`config.mk`:
```
export PLATFORM = sky130hd
export DESIGN_NAME = jam_cost_server
export DESIGN_NICKNAME = d
export VERILOG_FILES = /design/src/rtl/jam_pkg.sv /design/src/rtl/jam_cost_table.sv /design/src/rtl/jam_cost_server.sv
export SDC_FILE = /design/constraint.sdc
export NUM_CORES = 1
export LEC_CHECK = 0
export BUFFER_PORTS_ARGS = -buffer_cell sky130_fd_sc_hd__buf_2
export CAP_MARGIN = 20
export CORE_MARGIN = 3
export CORE_UTILIZATION = 55
export DETAILED_ROUTE_END_ITERATION = 8
export GPL_TIMING_DRIVEN = 0
export PLACE_DENSITY = 0.83
export SLEW_MARGIN = 20
export SYNTH_ARGS = -nofsm -noshare
export SYNTH_HDL_FRONTEND = slang
export SYNTH_HIERARCHICAL = 1
export SYNTH_SLANG_ARGS = --single-unit
```
`constraint.sdc`:
```
create_clock -name CLK -period 2.3 [get_ports CLK]
set_input_delay 0.46 -clock CLK [delete_from_list [all_inputs] [get_ports CLK]]
set_output_delay 0.46 -clock CLK [all_outputs]
set_load 0.1 [all_outputs]
```
`src/rtl/jam_pkg.sv`:
```
// Shared definitions for the JAM cost server and the JAM engine it feeds.
// Holds the FSM state encoding, the table and result widths, the default
// SERVE-state timeout, and the helper that turns (worker, job) into a
// row-major table index.
package jam_pkg;

  localparam int TABLE_DEPTH            = 64;
  localparam int COST_W                 = 7;
  localparam int MIN_W                  = 10;
  localparam int CNT_W                  = 4;
  localparam int IDX_W                  = 6;
  localparam int SEL_W                  = 3;
  localparam int CTR_W                  = 17;
  localparam int DEFAULT_TIMEOUT_CYCLES = 45000;

  typedef enum logic [1:0] {
    ST_LOAD    = 2'd0,
    ST_RELEASE = 2'd1,
    ST_SERVE   = 2'd2,
    ST_FINISH  = 2'd3
  } state_t;

  // Row-major index: worker selects the row of 8, job selects the column.
  function automatic logic [IDX_W-1:0] table_index(input logic [SEL_W-1:0] w,
                                                   input logic [SEL_W-1:0] j);
    return {w, j};
  endfunction

endpackage

```
`src/rtl/jam_cost_table.sv`:
```
// 64 x 7-bit cost register file.
// Ports:
//   CLK    clock
//   we     write enable (synchronous write on rising edge)
//   waddr  write index
//   wdata  cost word to store
//   raddr  read index
//   rdata  cost word at raddr, combinational
module jam_cost_table
  import jam_pkg::*;
(
  input  logic              CLK,
  input  logic              we,
  input  logic [IDX_W-1:0]  waddr,
  input  logic [COST_W-1:0] wdata,
  input  logic [IDX_W-1:0]  raddr,
  output logic [COST_W-1:0] rdata
);

  logic [COST_W-1:0] mem [TABLE_DEPTH];

  // NOTE: the storage array is deliberately not reset; every run reloads all
  // 64 words before the engine is released, so clearing it would buy nothing.
  always_ff @(posedge CLK) begin
    if (we) mem[waddr] <= wdata;
  end

  // The engine samples Cost on the falling edge, so the read path must be
  // purely combinational.
  assign rdata = mem[raddr];

endmodule

```
`src/rtl/jam_cost_server.sv`:
```
// Cost-table server for the JAM assignment engine.
// Loads a 64-word cost table, releases the engine from reset, serves cost
// lookups, and captures the engine's result (or aborts on a cycle limit),
// comparing it against the expected values.
// Ports:
//   CLK, RST               clock, synchronous active-high reset
//   load_valid/load_data   cost word stream, row-major (W*8+J)
//   load_ready             high while words are accepted
//   jam_rst                reset to the engine, high until the table is loaded
//   W, J, Cost             engine lookup of cost[W][J]
//   Valid, MinCost,
//   MatchCount             engine result
//   exp_min, exp_cnt       expected result, sampled on the capture edge
//   done, pass, timeout    run status, frozen once done
//   got_min, got_cnt       captured result
module jam_cost_server
  import jam_pkg::*;
#(
  parameter int TIMEOUT_CYCLES = DEFAULT_TIMEOUT_CYCLES
) (
  input  logic              CLK,
  input  logic              RST,
  input  logic              load_valid,
  input  logic [COST_W-1:0] load_data,
  output logic              load_ready,
  output logic              jam_rst,
  input  logic [SEL_W-1:0]  W,
  input  logic [SEL_W-1:0]  J,
  output logic [COST_W-1:0] Cost,
  input  logic              Valid,
  input  logic [MIN_W-1:0]  MinCost,
  input  logic [CNT_W-1:0]  MatchCount,
  input  logic [MIN_W-1:0]  exp_min,
  input  logic [CNT_W-1:0]  exp_cnt,
  output logic              done,
  output logic              pass,
  output logic              timeout,
  output logic [MIN_W-1:0]  got_min,
  output logic [CNT_W-1:0]  got_cnt
);

  generate
    if (TIMEOUT_CYCLES < 1 || TIMEOUT_CYCLES >= (1 << CTR_W)) begin : g_bad_timeout
      $error("jam_cost_server: TIMEOUT_CYCLES must be in 1 .. 2**17-1");
    end
  endgenerate

  localparam logic [IDX_W-1:0] IDX_LAST = IDX_W'(TABLE_DEPTH - 1);
  localparam logic [CTR_W-1:0] CTR_LAST = CTR_W'(TIMEOUT_CYCLES - 1);

  state_t            state, state_nxt;
  logic [IDX_W-1:0]  idx;
  logic [CTR_W-1:0]  ctr;
  logic              load_we;

  assign load_we = (state == ST_LOAD) && load_valid;

  // Writes are suppressed during RST so a reset cycle never lands a stray word.
  jam_cost_table u_table (
    .CLK   (CLK),
    .we    (load_we && !RST),
    .waddr (idx),
    .wdata (load_data),
    .raddr (table_index(W, J)),
    .rdata (Cost)
  );

  // State register.
  // NOTE: sequential state uses non-blocking assignments so every register
  // samples pre-edge values regardless of process ordering.
  always_ff @(posedge CLK) begin
    if (RST) state <= ST_LOAD;
    else     state <= state_nxt;
  end

  // Next-state logic.
  always_comb begin
    // NOTE: default assignment first, so no path leaves state_nxt unassigned
    // and no latch is inferred.
    state_nxt = state;
    case (state)
      ST_LOAD:    if (load_we && idx == IDX_LAST) state_nxt = ST_RELEASE;
      ST_RELEASE: state_nxt = ST_SERVE;
      ST_SERVE:   if (Valid || ctr == CTR_LAST) state_nxt = ST_FINISH;
      ST_FINISH:  state_nxt = ST_FINISH;
      default:    state_nxt = ST_LOAD;
    endcase
  end

  // Moore outputs.
  always_comb begin
    load_ready = (state == ST_LOAD);
    jam_rst    = (state == ST_LOAD) || (state == ST_RELEASE);
    done       = (state == ST_FINISH);
  end

  // Load index, SERVE cycle counter and result capture.
  always_ff @(posedge CLK) begin
    if (RST) begin
      idx     <= '0;
      ctr     <= '0;
      pass    <= 1'b0;
      timeout <= 1'b0;
      got_min <= '0;
      got_cnt <= '0;
    end else begin
      // idx wraps to 0 after the 64th word.
      if (load_we) idx <= idx + 1'b1;

      if (state == ST_SERVE) begin
        ctr <= ctr + 1'b1;
        // A result arriving on the limit edge takes priority over the abort.
        if (Valid) begin
          got_min <= MinCost;
          got_cnt <= MatchCount;
          pass    <= (MinCost == exp_min) && (MatchCount == exp_cnt);
          timeout <= 1'b0;
        end else if (ctr == CTR_LAST) begin
          timeout <= 1'b1;
          pass    <= 1'b0;
        end
      end else begin
        ctr <= '0;
      end
    end
  end

endmodule
```
# Word level (Yosys, flattened, before mapping)
# Memories as Yosys holds them, arrays and structs flattened.
# Cells that the tools add are included.
dict set report word_totals {
  regBits 41
  mem_bits_rw 448
  output_inout_bits 26
  n_memories 1
}
# memory depth width read_ports rd_ports_with_merged_regs wr line
set memory_table {}
lappend memory_table {u_table.mem 64 7 1 0 1 jam_cost_table.sv:20} ;# logic [COST_W-1:0] mem [TABLE_DEPTH];
dict set report classes {
  n_addsub 2
  n_eq_ne 9
  muxes 9
  bitwise_logic 1
  reduce_logical 13
}
# operator n
set op_table {}
lappend op_table {{$add A17 B1 Y17 const B} 1}
lappend op_table {{$eq A17 B16 Y1 const B} 1}
lappend op_table {{$eq A10 B10 Y1} 1}
lappend op_table {{$pmux W2 S4} 1}
lappend op_table {{$add A6 B1 Y6 const B} 1}
lappend op_table {{$eq A6 B6 Y1 const B} 1}
lappend op_table {{$mux W1} 6}
lappend op_table {{$reduce_and A2 Y1} 3}
lappend op_table {{$eq A2 B2 Y1 const B} 2}
lappend op_table {{$eq A4 B4 Y1} 1}
lappend op_table {{$logic_and A1 B1 Y1} 4}
lappend op_table {{$mux W2} 2}
lappend op_table {{$eq A2 B1 Y1 const B} 1}
lappend op_table {{$logic_not A2 Y1} 1}
lappend op_table {{$logic_or A1 B1 Y1} 2}
lappend op_table {{$ne A2 B1 Y1 const B} 1}
lappend op_table {{$ne A2 B2 Y1 const B} 1}
lappend op_table {{$reduce_bool A2 Y1} 1}
lappend op_table {{$reduce_or A2 Y1} 1}
lappend op_table {{$logic_not A1 Y1} 1}
lappend op_table {{$not A1 Y1} 1}

# Logic depth before layout (Yosys ltp)
# Gate-level depths: netlist of the first run.
dict set report depth {
  depth_word 5
  ltp_mapped 7
  ltp_nobuf 5
}

# Cells and area by module
# Netlist of the first run, hierarchy kept.
# mod n_inst cells_per_inst area_each_um2
set modules_own_cells {}
lappend modules_own_cells {jam_cost_table 1 820 17495.5}
lappend modules_own_cells {jam_cost_server 1 216 1876.8}

# Worst setup path before layout of the first run
# Ideal clock, no wire load.
dict set report synth_timing {
  path_type {in2out}
  start {input port J[2]}
  end {output port Cost[2]}
  arrival_time_ns 3.650
  t_required_ns 1.840
  setup_slack_ns -1.810
  stages 6
  path_cell_list {buf_2 > clkbuf_1 > mux4_2 > mux2i_1 > a21o_1 > o31ai_1}
}
dict set report synth_via {
  elab_chain_len 1
}
# item line
set synth_lines {}
lappend synth_lines {{start: declaration} jam_cost_server.sv:28} ;# input logic [SEL_W-1:0] J,
lappend synth_lines {{$mem_v2 Z64 W7} n/a}
lappend synth_lines {{end: declaration} jam_cost_server.sv:29} ;# output logic [COST_W-1:0] Cost,
# Every way passes these cells.

# Final worst setup path of the first run
dict set report layout_timing {
  start {input port J[1]}
  end {output port Cost[4]}
}
# The elaborated chain is that of the path after synthesis.

==> results of run 1 <==
worst max path at each step:
stage | start | cells past startpoint | end
after floorplan | J[0] | 7 | Cost[2]
after global placement | J[1] | 8 | Cost[4]
after detailed placement | J[1] | 8 | Cost[4]
after CTS | J[0] | 8 | Cost[0]
after global routing | u_table/mem[62][4] | 5 | Cost[4]
final | J[1] | 8 | Cost[4]
area by class of cell:
cell class | instances | area, um^2 | share of cell area (%)
inverters | 5 | 18.8 | 0.0801
plain buffers | 50 | 509 | 2.17
flip-flops and latches | 489 | 14300 | 61.0
clock buffers | 63 | 1290 | 5.50
repair buffers | 100 | 820 | 3.50
clock inverters | 19 | 166 | 0.711
well taps | 455 | 569 | 2.43
multi-input cells | 489 | 5770 | 24.6
report_power, final:
| group | total, mW | internal, mW | switching (mW) |
|---|---|---|---|
| combinational | 1.34 | 0.520 | 0.821 |
| clock | 7.39 | 4.25 | 3.14 |
| sequential | 9.73 | 9.71 | 0.0185 |
critical path, stage by stage:
cell	delay [ns]
buf_2	0.18
buf_4	0.27
clkbuf_8	0.25
mux4_2	0.35
o22ai_1	0.19
o21ai_2	0.15
a32o_4	0.34
buf_12	0.17
cells by family after synthesis:
| group | synth area share, % |
|---|---|
| xor gates and xnor gates | 1.36 |
| DFF | 73.7 |
| adders and majority gates | 0.129 |
| muxes | 14.1 |
| buffers and inverters | 1.66 |
| and+or+nand+nor | 6.04 |
| AOI/OAI and AO/OA | 3.02 |
sequential cells by signal, summed over array words and instances, names as in the netlist:
| name | cells |
|---|---|
| idx | 6 |
| ctr | 17 |
| u_table/mem | 448 |
| pass | 1 |
| got_min | 10 |
| timeout | 1 |
| got_cnt | 4 |
| state | 2 |
per-layer routing:
layer  track usage (%)  share of wire [%]  vias up
li1                  -                  -     4478
met1              34.6                 35     5641
met2              42.0                 48      825
met3              5.82                 12      181
met4              10.1                4.9        2
met5                 0              0.026        -
placed cells by master (no fill, tap or decap), drive strengths merged, types with 11 or more instances in the layout:
cell / n
nand4: 11
edfxtp: 448
o21ai: 11
o22ai: 12
mux4: 112
mux2i: 19
xor2: 20
nand3: 15
nor3: 12
clkinv: 15
nand2: 46
nor2: 101
clkbuf: 82
buf: 131
a21oi: 23
dfxtp: 41
metrics by stage:
step           setup WS [ns]  instance area [um^2]  hold slack (ns)  instances
2_1_floorplan         -0.247                 19500            0.441       1036
3_3_place_gp           -1.16                 20400            0.440       1558
3_5_place_dp           -1.15                 20400            0.449       1559
4_1_cts               -0.478                 23000            0.157       1655
5_1_grt               -0.574                 23400            0.178       1670
6_report              -0.544                 23400            0.179       1670
timing repair:
item	in CTS	in global routing
buffers inserted	14	16
pin swaps	17	15
setup endpoints to repair	455	431
resized for setup	232	55
cloned	1	1
==> impl_metrics.json, run 1 <==
{
  "powerDensity_mw_per_mm2": 788,
  "htreeDepth": 2,
  "initial_core_util_pct": 55.9,
  "r2r-start": "idx[3]",
  "cts-root-buf": "clkbuf_16",
  "holdPathEnd": "got_cnt[1]",
  "crit_required_ns": 1.84,
  "drv_cap": 0,
  "drc_errors": 0,
  "grt_pass1_vias": 11043,
  "synth_edf_count": 448,
  "cp-end-kind": "output pin",
  "yosysMostFrequentCell": "edfxtp_1",
  "syn_area_per_cell_um2": 18.7,
  "dieArea_mm2": 0.0375,
  "critPathMaxFanout": 10,
  "worstSetupStartpointType": "input pin",
  "cts.path.max_buffers": 3,
  "std_cell_rows": 68,
  "diodes": 0,
  "grt_overflow": 0,
  "vias_per_cell": 6.66,
  "min_period_ns": 2.84,
  "die_h_um": 194,
  "yosys-top-cells-count": "edfxtp_1, mux4_2, nor2_1, nand2_1, dfxtp_1",
  "drtAntennaViolNets": 0,
  "clk_latency_ns": 0.55,
  "utilization_pct": 67.6,
  "synth_top_area_share_pct": 69.4,
  "holdPathStages": 3,
  "syn_inst": 1036,
  "cts_sinks": 489,
  "avgRoutedWirePerCell_um": 29.9,
  "setup_viol": 11,
  "hpwl_um": 28200,
  "arrival_ns": 2.38,
  "ioPinCount": 71,
  "slew_headroom_pct": 43.1,
  "ys_ff_latch": 489,
  "numCtsBuffers": 48,
  "portBuffers": 67,
  "syn_area_mm2": 0.0194,
  "final-hold-violation-count": 0,
  "setup_tns_ns": -3.53,
  "fin_ws_ns": -0.544,
  "ys_seq_area_share_pct": 73.7,
  "hp-start": "MatchCount[1]",
  "antenna_found_initial": 1,
  "drive_gt1_share_pct": 38.7,
  "ctsHoldBuffers": 0,
  "rsz0062_at_grt": "yes",
  "wirelength_um": 49900,
  "yosysWarningCount": 6,
  "p_leak_nw": 7.33,
  "drtPass1Iterations": 6,
  "synth_top_area_cell": "edfxtp_1",
  "async_reset_ff_share_pct": 0,
  "dr_total_vias": 11127,
  "r2r_slack_ns": -0.01,
  "worstMarginPinSlew_ns": 0.853,
  "finClkSkew_ns": 0.0197,
  "critical_path_class": "in -> out",
  "fillerInstances": 2015,
  "grtUsageTotal_pct": 25.8,
  "initialDrtViolationCount": 1412,
  "grt_pass1_wl_um": 71800,
  "gp_congestion": 0.946,
  "irDropWorstVdd_v": 0.000685,
  "area_growth_pct": 20.9,
  "finalCritPeriodShare_pct": 124,
  "clk_pin_slew_ns": 0.06,
  "yosys-top-cells-area": "edfxtp_1, mux4_2, dfxtp_1",
  "status": "complete, but fails checks",
  "report.final.slew_viol_count": 0,
  "chipWidth_um": 194,
  "synthFlopType": "edfxtp_1",
  "cts_tree": "built",
  "syn_nets": 1083,
  "total_power_mw": 18.5,
  "core_mm2": 0.0346,
  "grt_max_degree": 65,
  "fin_nets": 1230,
  "fmax_mhz": 352,
  "reg2reg_depth": 3,
  "yosysUniqueCellTypes": 54,
  "r2r-end": "u_table/mem[57][0]",
  "hp-class": "in -> reg",
  "violations": "negative setup slack"
}
Power figures use the tool's default switching activity.
==> inputs of run 2 (changes only) <==
--- a/config.mk
+++ b/config.mk
@@ -9,8 +9,8 @@
 export CAP_MARGIN = 20
 export CORE_MARGIN = 3
-export CORE_UTILIZATION = 55
+export CORE_UTILIZATION = 30
 export DETAILED_ROUTE_END_ITERATION = 8
 export GPL_TIMING_DRIVEN = 0
-export PLACE_DENSITY = 0.83
+export PLACE_DENSITY = 0.54
 export SLEW_MARGIN = 20
 export SYNTH_ARGS = -nofsm -noshare
==> constraint.sdc (replaced) <==
create_clock -name CLK -period 2.3 [get_ports CLK]
set_input_delay 0.345 -clock CLK [delete_from_list [all_inputs] [get_ports CLK]]
set_output_delay 0.345 -clock CLK [all_outputs]
set_load 0.1 [all_outputs]
==> run 2 against run 1 <==
  * The flow still finishes with violations (negative setup slack)
  * Maximum frequency is 3.4% higher
  * Hold slack worse by 0.14 ns
  * Count of clock-buffer cells in the layout is 1 lower
  * Design area is 2.0% higher
  * Sequential cell count stayed put
  * Critical path depth is 3 lower
  * Via count is 5.7% lower
  * Sequential share of layout area is 1.2 points lower
  * Largest power group unchanged
==> impl_metrics.json, run 2 (synthesized netlist as in run 1, its figures left out) <==
{
  "fin_nets": 1232,
  "ioPinCount": 71,
  "clk_latency_ns": 0.59,
  "clk_pin_slew_ns": 0.06,
  "grt_max_degree": 65,
  "instances_no_fill": 2067,
  "setup_viol": 7,
  "initial_core_util_pct": 30.5,
  "violations": "negative setup slack",
  "final_common_cell": "edfxtp_1",
  "fin_ws_ns": -0.451,
  "drtPass1Iterations": 5,
  "avgRoutedWirePerCell_um": 23.7,
  "initialDrtViolationCount": 858,
  "mostFrequentLayoutCells": "edfxtp_1, mux4_2, nor2_4",
  "placed_cells": 1949,
  "slew_headroom_pct": 51.2,
  "worstSetupStartpointType": "register",
  "reg_top3": "u_table/mem x448, ctr x17, got_min x10",
  "top_register": "u_table/mem",
  "core_mm2": 0.0634,
  "std_cell_rows": 92,
  "cp-end-kind": "output pin",
  "chipWidth_um": 260,
  "crit_required_ns": 1.96,
  "cts.path.max_buffers": 3,
  "numCtsBuffers": 50,
  "grt_overflow": 0,
  "r2r_slack_ns": 0.04,
  "p_leak_nw": 7.32,
  "critical_path_class": "reg -> out",
  "dieArea_mm2": 0.0677,
  "largest_reg_flops": 448,
  "cts_sinks": 489,
  "gp_congestion": 0.874,
  "fillerInstances": 5791,
  "die_h_um": 260,
  "dr_total_vias": 10496,
  "finalCritPeriodShare_pct": 120,
  "status": "complete, but fails checks",
  "irDropWorstVdd_v": 0.000614,
  "hp-class": "in -> reg",
  "holdPathStages": 3,
  "fmax_mhz": 364,
  "grt_pass1_wl_um": 72100,
  "drv_cap": 0,
  "wirelength_um": 49000,
  "finClkSkew_ns": 0.0231,
  "report.final.slew_viol_count": 0,
  "holdPathEnd": "got_cnt[2]",
  "cts_tree": "built",
  "htreeDepth": 2,
  "vias_per_cell": 5.08,
  "cts-root-buf": "clkbuf_16",
  "powerDensity_mw_per_mm2": 807,
  "antenna_found_initial": 1,
  "final-hold-violation-count": 0,
  "worstMarginPinSlew_ns": 0.732,
  "drive_gt1_share_pct": 37.3,
  "diodes": 0,
  "arrival_ns": 2.41,
  "hpwl_um": 30700,
  "min_period_ns": 2.75,
  "reg2reg_depth": 3,
  "portBuffers": 67,
  "area_growth_pct": 23.3,
  "grt_pass1_vias": 10676,
  "grtUsageTotal_pct": 14.5,
  "critPathMaxFanout": 1,
  "rsz0062_at_grt": "yes",
  "total_power_mw": 19.3,
  "hp-start": "MatchCount[2]",
  "r2r-start": "idx[3]",
  "r2r-end": "u_table/mem[57][4]",
  "drtAntennaViolNets": 0,
  "drc_errors": 0
}
[run 2: cell types whose count changed in the layout (fill, tap and decap cells not counted), sizes merged]
cell	previous run	this run
clkinv	15	14
clkinvlp	1	2
buf	131	116
clkbuf	82	85
dlygate4sd3	0	11
bufinv	3	7
inv	5	8
[run 2: worst max-delay path by stage]
stage	to	slack, ns	startpoint
floorplan	Cost[2]	-0.21	J[2]
global placement	Cost[3]	-1.08	J[1]
detailed placement	Cost[5]	-1.12	J[1]
CTS	Cost[0]	-0.45	u_table/mem[53][0]
global route	Cost[0]	-0.46	u_table/mem[45][0]
finish	Cost[0]	-0.45	u_table/mem[53][0]
[run 2: timing repair]
item	CTS	global route
hold buffers	11	0
gates cloned	0	0
pin swaps	16	12
buffers inserted	13	8
hold endpoints to repair	11	0
endpoints found under the setup margin	455	364
resized for setup	238	32
[run 2: power by group]
part | switching [mW] | total, mW | internal (mW)
sequential | 0.0170 | 9.73 | 9.71
clock | 3.36 | 8.27 | 4.91
combinational | 0.794 | 1.26 | 0.470
total | 4.17 | 19.3 | 15.1
[run 2: layer usage]
layer,up-vias,GRT usage [%],routed length [um]
met2,333,22.9,23100
met3,97,2.49,2700
met1,5564,20.4,21600
li1,4500,-,-
met5,-,0,12
met4,2,5.05,1560
[run 2: cell type report]
type                       count  area (um^2)  area share (%)
buffer                        51          380            1.59
clock buffer                  62         1340            5.60
clock inverter                26          327            1.37
inverter                       5         18.8          0.0786
multi-input combinational    489         5720            24.0
sequential                   489        14300            59.8
tap                          846         1060            4.43
timing repair buffer          99          763            3.20
[run 2: stage by stage]
step | setup TNS, ns | hold WS (ns) | util, % | instance area, um^2 | setup WS, ns
2_1_floorplan | -0.213 | 0.441 | - | 19400 | -0.213
3_3_place_gp | -341.19 | 0.441 | 32.8 | 20800 | -1.08
3_5_place_dp | -368.40 | 0.449 | 32.8 | 20800 | -1.12
4_1_cts | -2.97 | 0.00347 | 37.3 | 23700 | -0.452
5_1_grt | -2.96 | 0.0171 | 37.7 | 23900 | -0.464
6_report | -2.64 | 0.0348 | 37.7 | 23900 | -0.451
[run 2: worst max-delay path, cell delays in order (launching register included)]
cell      delay, ns
edfxtp_1       0.37
mux4_2         0.48
a22oi_2        0.26
a41oi_2        0.21
a41o_4         0.32
buf_12         0.17
